File: src/rtl/ram_pkg.sv
// Shared definitions for the parametrised single-port RAM: defaults,
// clear-engine state encoding and the even-parity helper.
package ram_pkg;

    localparam int DEF_DATA_W = 8;
    localparam int DEF_ADDR_W = 4;

    typedef enum logic [0:0] {
        ST_CLEAR = 1'b0,
        ST_IDLE  = 1'b1
    } ram_state_e;

    // Words narrower than 64 bits are zero-extended, which leaves parity unchanged
    function automatic logic even_parity(input logic [63:0] word);
        return ^word;
    endfunction

endpackage

File: src/rtl/ram_clr_ctrl.sv
// Clear engine for ram_sync_param: walks clr_addr over every implemented
// word after reset or on clr_req, holding busy for exactly DEPTH cycles.
module ram_clr_ctrl
    import ram_pkg::*;
#(
    parameter int ADDR_W = DEF_ADDR_W,
    parameter int DEPTH  = 1 << ADDR_W
) (
    input  logic              clk,
    input  logic              rst_n,
    input  logic              clr_req,
    output logic              busy,
    output logic              clr_we,
    output logic [ADDR_W-1:0] clr_addr
);

    localparam logic [ADDR_W-1:0] LAST_ADDR = ADDR_W'(DEPTH - 1);

    ram_state_e        state_r;
    ram_state_e        state_s;
    logic [ADDR_W-1:0] clr_addr_r;
    logic [ADDR_W-1:0] clr_addr_s;
    logic              busy_r;

    // Next-state and clear-address sequencing; clr_req is only honoured in IDLE
    always_comb begin
        state_s    = state_r;
        clr_addr_s = clr_addr_r;
        case (state_r)
            ST_CLEAR: begin
                if (clr_addr_r == LAST_ADDR) begin
                    state_s    = ST_IDLE;
                    clr_addr_s = '0;
                end else begin
                    clr_addr_s = clr_addr_r + ADDR_W'(1'b1);
                end
            end
            ST_IDLE: begin
                if (clr_req) begin
                    state_s    = ST_CLEAR;
                    clr_addr_s = '0;
                end else begin
                    state_s    = ST_IDLE;
                end
            end
            default: begin
                state_s    = ST_CLEAR;
                clr_addr_s = '0;
            end
        endcase
    end

    // State, address counter and busy flag registers
    always_ff @(posedge clk or negedge rst_n) begin
        if (!rst_n) begin
            state_r    <= ST_CLEAR;
            clr_addr_r <= '0;
            busy_r     <= 1'b1;
        end else begin
            state_r    <= state_s;
            clr_addr_r <= clr_addr_s;
            busy_r     <= (state_s == ST_CLEAR);
        end
    end

    assign busy     = busy_r;
    assign clr_we   = (state_r == ST_CLEAR);
    assign clr_addr = clr_addr_r;

endmodule

File: src/rtl/ram_sync_param.sv
// Single-port synchronous RAM with registered read, read-valid strobe and a
// hardware clear engine. Define RAM_PARITY_EN to add per-word even parity.
module ram_sync_param
    import ram_pkg::*;
#(
    parameter int DATA_W = DEF_DATA_W,
    parameter int ADDR_W = DEF_ADDR_W,
    parameter int DEPTH  = 1 << ADDR_W
) (
    input  logic              clk,
    input  logic              rst_n,
    input  logic              cs,
    input  logic              wa,
    input  logic              oa,
    input  logic [ADDR_W-1:0] addr,
    input  logic [DATA_W-1:0] data_in,
    output logic [DATA_W-1:0] data_out,
    output logic              rd_valid,
    input  logic              clr_req,
    output logic              busy,
    output logic              par_err
);

    localparam int              IDX_W   = (DEPTH > 1) ? $clog2(DEPTH) : 1;
    localparam logic [ADDR_W:0] DEPTH_L = (ADDR_W + 1)'(DEPTH);

    logic [DATA_W-1:0] mem [DEPTH];

    logic              busy_s;
    logic              clr_we_s;
    logic [ADDR_W-1:0] clr_addr_s;
    logic [IDX_W-1:0]  clr_idx_s;
    logic [IDX_W-1:0]  idx_s;
    logic              in_range_s;
    logic              access_s;
    logic              rd_en_s;
    logic              wr_en_s;
    logic [DATA_W-1:0] data_out_r;
    logic              rd_valid_r;

    ram_clr_ctrl #(
        .ADDR_W (ADDR_W),
        .DEPTH  (DEPTH)
    ) u_clr_ctrl (
        .clk      (clk),
        .rst_n    (rst_n),
        .clr_req  (clr_req),
        .busy     (busy_s),
        .clr_we   (clr_we_s),
        .clr_addr (clr_addr_s)
    );

    // Access decode: clr_req wins over any access presented in the same cycle
    always_comb begin
        in_range_s = ({1'b0, addr} < DEPTH_L);
        idx_s      = addr[IDX_W-1:0];
        clr_idx_s  = clr_addr_s[IDX_W-1:0];
        access_s   = ~busy_s & ~clr_req & cs;
        rd_en_s    = access_s & oa;
        wr_en_s    = access_s & wa & ~oa & in_range_s;
    end

    // Array write port shared by the clear engine and host writes
    always_ff @(posedge clk) begin
        if (clr_we_s) begin
            mem[clr_idx_s] <= '0;
        end else if (wr_en_s) begin
            mem[idx_s] <= data_in;
        end
    end

    // Registered read path; data_out is zero on every cycle without a read
    always_ff @(posedge clk or negedge rst_n) begin
        if (!rst_n) begin
            data_out_r <= '0;
            rd_valid_r <= 1'b0;
        end else begin
            rd_valid_r <= rd_en_s;
            if (rd_en_s && in_range_s) begin
                data_out_r <= mem[idx_s];
            end else begin
                data_out_r <= '0;
            end
        end
    end

`ifdef RAM_PARITY_EN
    logic par_mem [DEPTH];
    logic par_err_r;

    // Parity bit storage, written alongside the data word
    always_ff @(posedge clk) begin
        if (clr_we_s) begin
            par_mem[clr_idx_s] <= 1'b0;
        end else if (wr_en_s) begin
            par_mem[idx_s] <= even_parity(64'(data_in));
        end
    end

    // Parity check of the word being read, aligned with rd_valid
    always_ff @(posedge clk or negedge rst_n) begin
        if (!rst_n) begin
            par_err_r <= 1'b0;
        end else begin
            par_err_r <= rd_en_s & in_range_s &
                         (even_parity(64'(mem[idx_s])) != par_mem[idx_s]);
        end
    end

    assign par_err = par_err_r;
`else
    assign par_err = 1'b0;
`endif

    assign data_out = data_out_r;
    assign rd_valid = rd_valid_r;
    assign busy     = busy_s;

endmodule

File: config.mk
export PLATFORM = sky130hd
export DESIGN_NAME = ram_sync_param
export DESIGN_NICKNAME = d
export VERILOG_FILES = /design/src/rtl/ram_pkg.sv /design/src/rtl/ram_clr_ctrl.sv /design/src/rtl/ram_sync_param.sv
export SDC_FILE = /design/constraint.sdc
export NUM_CORES = 1
export LEC_CHECK = 0
export CORE_AREA = 2 2 141 143
export DETAILED_ROUTE_END_ITERATION = 10
export DIE_AREA = 0 0 143 145
export GPL_ROUTABILITY_DRIVEN = 1
export GPL_TIMING_DRIVEN = 0
export PLACE_DENSITY_LB_ADDON = 0.1
export SETUP_SLACK_MARGIN = 0.2
export SKIP_CTS_REPAIR_TIMING = 1
export SLEW_MARGIN = 30
export SYNTH_ARGS = -nofsm -noshare
export SYNTH_HDL_FRONTEND = slang
export SYNTH_SLANG_ARGS = --single-unit
File: constraint.sdc
create_clock -name clk -period 4.2 [get_ports clk]
set_input_delay 1.26 -clock clk [delete_from_list [all_inputs] [get_ports clk]]
set_output_delay 1.26 -clock clk [all_outputs]
set_load 0.1 [all_outputs]
* Word-level counts from Yosys, hierarchy flattened
Memories as Yosys holds them, arrays and structs flattened.
Cells that the tools add are included.
** Storage, ports and cells
- Memory bits (writable) :: 128
- Bits of input ports :: 18
- Memories kept :: 1
- Bits in registers :: 15
- Output and inout port bits :: 11
- Word-level logic and storage cells :: 34
** Memories
- mem :: depth 16, bits a word 8, rd ports 1, clocked after memory_dff 0, write ports 1, RTL line ram_sync_param.sv:27 : logic [DATA_W-1:0] mem [DEPTH];
** Cells by class
- Bitwise logic cells :: 10
- Multiplexer cells :: 14
- $add $sub $neg :: 1
- Equality and inequality tests :: 2
- Reductions and logical operators :: 1
** Operators by type and width (number)
- two-way mux 8 bit :: 2
- two-way mux 4 bit :: 3
- case mux 4 bit (2 select lines) :: 1
- OR reduction 8 bit :: 1
- two-way mux 1 bit :: 7
- bitwise AND 1 bit :: 5
- inverter 1 bit :: 5
- adder 4 x 1 -> 4 bit, second input constant :: 1
- equality test 4 bit, second input constant :: 1
- inequality test 2 bit, second input constant :: 1
- case mux 1 bit (2 select lines) :: 1

* Longest topological paths before layout
- Word-level depth :: 10
- Mapped depth :: 5
- Depth with buffers taken out :: 5

* By module
From an unflattened synthesis, not the netlist that was laid out.
** Unflattened totals
- Cells, all modules :: 298
- Area total of the unflattened synthesis :: 5734.2 µm²
** By module, submodules not included
- ram_sync_param :: area an instance 5444.0 µm², cells an instance 269, sequential area each 4068.9 µm², times used 1
- ram_clr_ctrl :: area an instance 290.3 µm², cells an instance 29, sequential area each 151.4 µm², times used 1

* Least setup slack after synthesis
Ideal clock, no wire load.
- Path kind :: input to register
- Start :: input oa
- End :: memory mem[15][0] (netlist bit) (enable)
- Required time :: 3.830 ns
- Setup time :: 0.370 ns
- Data arrival time :: 2.634 ns
- Path slack :: 1.196 ns
- Stages :: 4
- Path buffers :: 0
- Cell sequence :: nand3b_4 -> nor4b_4 -> mux2_4 -> nor2_1
** On the way
- Word-level cells in the longest chain between the ends :: 7
** RTL lines
- start, declared :: RTL line ram_sync_param.sv:14 : input logic oa,
- inverter 1 bit * :: RTL line ram_sync_param.sv:60 : wr_en_s = access_s & wa & ~oa & in_range_s;
- bitwise AND 1 bit * :: RTL line ram_sync_param.sv:60
- two-way mux 1 bit * :: RTL line ram_sync_param.sv:67 : end else if (wr_en_s) begin
- two-way mux 1 bit * :: RTL line ram_sync_param.sv:65 : if (clr_we_s) begin
- two-way mux 1 bit (implied by the code) * :: RTL line ram_sync_param.sv:68 : mem[idx_s] <= data_in;
- OR reduction 8 bit (no source line)
- two-way mux 4 bit (no source line) / two-way mux 1 bit (equally long branches)
- end, declared :: RTL line ram_sync_param.sv:27
Every way passes the cells marked *; elsewhere a longest branch is shown, timed or not.

* Worst setup path after layout
- Start :: input oa
- End :: memory mem[9][0] (netlist bit) (enable)
Same word-level chain as after synthesis.

==> key figures <==
Status
  – Status: finished, final reports clean

Routing
  – Final wirelength: approximately 13,000 um
  – Wire per inst: around 21 um
  – Remaining DRCs: 0
  – Drt via density: around 4.6
  – Initial DRC Count: approximately 180
  – DRT antenna net count: 0
  – Via count: around 2,800
  – TritonRoute pass-1 iters: 4

Critical path
  – Reg2reg setup slack: roughly 1.7 ns
  – Reg2reg end: mem[9][0]
  – R2R cell count: 4
  – Critical R2R Launch: u_clr_ctrl.state_r
  – Setup Crit Path Kind: primary input to register
  – CP max FO: 8
  – Setup crit start: oa
  – CP Launch Type: primary input
  – Crit path capture: mem[9][0]
  – Worst endpoint required time: 4.24 ns
  – Nature of the critical path endpoint: register
  – CP Data Arrival Time: between 3 and 4 ns

Synth
  – Synth Cell Area: roughly 5700 um^2
  – Synth Flop Type: edfxtp_1
  – Avg Cell Area, Syn: just over 20 um^2
  – Cell taking the most area after synthesis: edfxtp_1
  – Synth top area share: roughly 68%
  – Synth area leaders: edfxtp_1, mux4_2, dfrtp_1
  – Syn_nets: between 300 and 400
  – Synth Warn #: 0
  – Sequential area share after synthesis: 74.26%
  – Number of synthesized register bits: between 100 and 150
  – Gate count after technology mapping: 282
  – Asr flop ratio synth: 10.49%
  – Count of flip-flops with a built-in enable after synthesis: roughly 130
  – Netlist cell types: 33

Die
  – Core area: 19,210 um^2
  – Die Span Y: between 100 and 150 um
  – Die Area: between 20,000 and 25,000 um^2
  – Die width: roughly 140 um
  – Num rows: 51
  – Initial Util: between 20% and 30%
  – I/O pin count: 29

Clock tree
  – CTS buffer count: 17
  – Worst-case clock buffer depth: 2
  – H-tree levels: 4
  – CTS tree: built
  – Clock sinks: roughly 140
  – Worst-path clk slew: 0.05 ns
  – Skew-Pair Late Insertion Delay: approximately 0.41 ns
  – Root buffer cell: clkbuf_16

Cells and area
  – Nets@finish: 345
  – Storage element area: 4220 um^2
  – Area of the multi-input gates: ~1400 um^2
  – Antenna cells: 0
  – Number of fill cells: between 1,500 and 2,000
  – Post-Layout Cell Count: around 600
  – Share of cells above drive strength 1: a little over a fifth
  – Area grow syn2layout: 20.98%

GRT
  – Vias in the first global route: just under 3,000
  – Initial antenna violation count: 0
  – First-pass GRT wire length: 18,970 um
  – GRT Util Overall: about an eighth
  – Largest net degree at the start of global routing: 17
  – Gr ovfl total: 0

STA
  – Setup_tns: 0 ns
  – RSZ-0062 raised after global routing: false
  – Max transition margin: between 30% and 40%
  – WHS: 0.5917 ns
  – Clock skew: between 0.005 and 0.006 ns
  – Slew Viols, Final: 0
  – Hold violation count in the final report: 0
  – Least-Margin Pin Slew: ~0.99 ns
  – Tmin final: approximately 3.5 ns
  – Final Setup Violations: 0
  – Final cycle utilization of the critical path: a little over four fifths
  – Highest clock rate: about 290 MHz

Flow run
  – Max Cap Viol: 0

Placement
  – Port buffer count: 25
  – Inst Count DP: roughly 570
  – Dpl hpwl: ~8500 um
  – RD Place Congestion: between 0.6 and 0.7

Pwr
  – Worst VDD drop: between 0.15 and 0.2 mV
  – Power Density: roughly 560 nW/um^2
  – Leakage: about 2.4 nW

Worst hold path
  – Hold Crit Class: register to register
## stage by stage
| step | setup slack, ns | total power, mW | util, % | instance area (um^2) |
|---|---|---|---|---|
| after floorplan | 1.196 | 2.171 | - | 5683 |
| after global placement | 0.2388 | 2.370 | 32.62 | 6265 |
| after detailed placement | 0.1799 | 2.378 | 32.67 | 6275 |
| after CTS | 0.6246 | 3.913 | 35.80 | 6875 |
| after global routing | 0.5333 | 4.026 | 35.80 | 6875 |
| final | 0.7023 | 3.861 | 35.80 | 6875 |
## per-layer routing
| layer | up-vias | share of wire [%] | GRT usage [%] |
|---|---|---|---|
| li1 | 1234 | - | - |
| met1 | 1429 | 49 | 18.94 |
| met2 | 73 | 46 | 19.33 |
| met3 | 15 | 3.8 | 3.201 |
| met4 | 0 | 1.5 | 4.604 |
| met5 | - | 0 | 0 |
## final cells by class
| type | count | share of cell area, % |
|---|---|---|
| flip-flops and latches | 143 | 61.38 |
| multi-input cells | 121 | 19.87 |
| clock buffers | 18 | 6.242 |
| well taps | 265 | 4.823 |
| repair buffers | 25 | 3.640 |
| clock inverters | 13 | 2.493 |
| plain buffers | 12 | 1.219 |
| inverters | 6 | 0.3276 |
## placed cells by master, fill, tap and decap left out, drive strengths merged, types with 2 or more instances in the layout
cell | synthesis | routed
edfxtp | 128 | 128
mux4 | 32 | 32
clkdlybuf4s50 | 0 | 25
clkbuf | 2 | 20
nor2 | 19 | 19
dfrtp | 14 | 14
o21ai | 12 | 12
mux2i | 11 | 11
buf | 10 | 10
a22oi | 8 | 8
and2 | 8 | 8
nor2b | 7 | 7
clkinv | 0 | 7
inv | 6 | 6
bufinv | 0 | 4
nand2 | 3 | 3
a21oi | 3 | 3
nor3 | 3 | 3
a32oi | 2 | 2
a31oi | 2 | 2
clkinvlp | 0 | 2
nand3b | 2 | 2
## logic make-up (layout without fill, tap and decap cells)
kind of cell    count (synthesis)  count (layout)  synth area share, %
mux                            44              44                15.15
flops                         143             143                74.26
other cells                     1               1              0.06599
buf+inv                        18              74                1.871
compound gates                 29              29                3.765
fa+ha+maj                       1               1               0.2201
simple gates                   46              46                4.667
## cells in the mapped netlist, drive strengths merged, types with 2 or more instances
cell and number:
a21oi 3, nand3b 2, nor3 3, a22oi 8
and2 8, clkbuf 2, edfxtp 128, dfrtp 14
mux4 32, a32oi 2, inv 6, mux2i 11
o21ai 12, nor2b 7, a31oi 2, nor2 19
nand2 3, buf 10
## where the power goes
| part | total, mW | internal, mW | switching [mW] |
|---|---|---|---|
| logic | 0.518 | 0.176 | 0.343 |
| registers | 1.81 | 1.74 | 0.0728 |
| clock network | 1.53 | 0.981 | 0.548 |
## state kept, by name, summed over array words and instances (netlist names)
signal / count
data_out: 8
mem: 128
rd_valid: 1
u_clr_ctrl.busy: 1
u_clr_ctrl.clr_addr: 4
u_clr_ctrl.state_r: 1
## critical path, cell delays in order
cell and delay (ns):
clkdlybuf4s50_1 0.43, nand3b_4 0.17, nor4b_4 0.61, a32oi_1 0.34
nor2_1 0.73
## how the worst min path moves through the flow
stage	startpoint	endpoint	depth (start not counted)
floorplan	u_clr_ctrl.clr_addr[2]	u_clr_ctrl.clr_addr[2]	1
global placement	u_clr_ctrl.clr_addr[2]	u_clr_ctrl.clr_addr[2]	1
detailed placement	u_clr_ctrl.clr_addr[2]	u_clr_ctrl.clr_addr[2]	1
CTS	u_clr_ctrl.clr_addr[2]	u_clr_ctrl.clr_addr[2]	1
global route	u_clr_ctrl.clr_addr[2]	u_clr_ctrl.clr_addr[2]	1
finish	u_clr_ctrl.clr_addr[2]	u_clr_ctrl.clr_addr[2]	1
(Power assumes the default switching activity.)
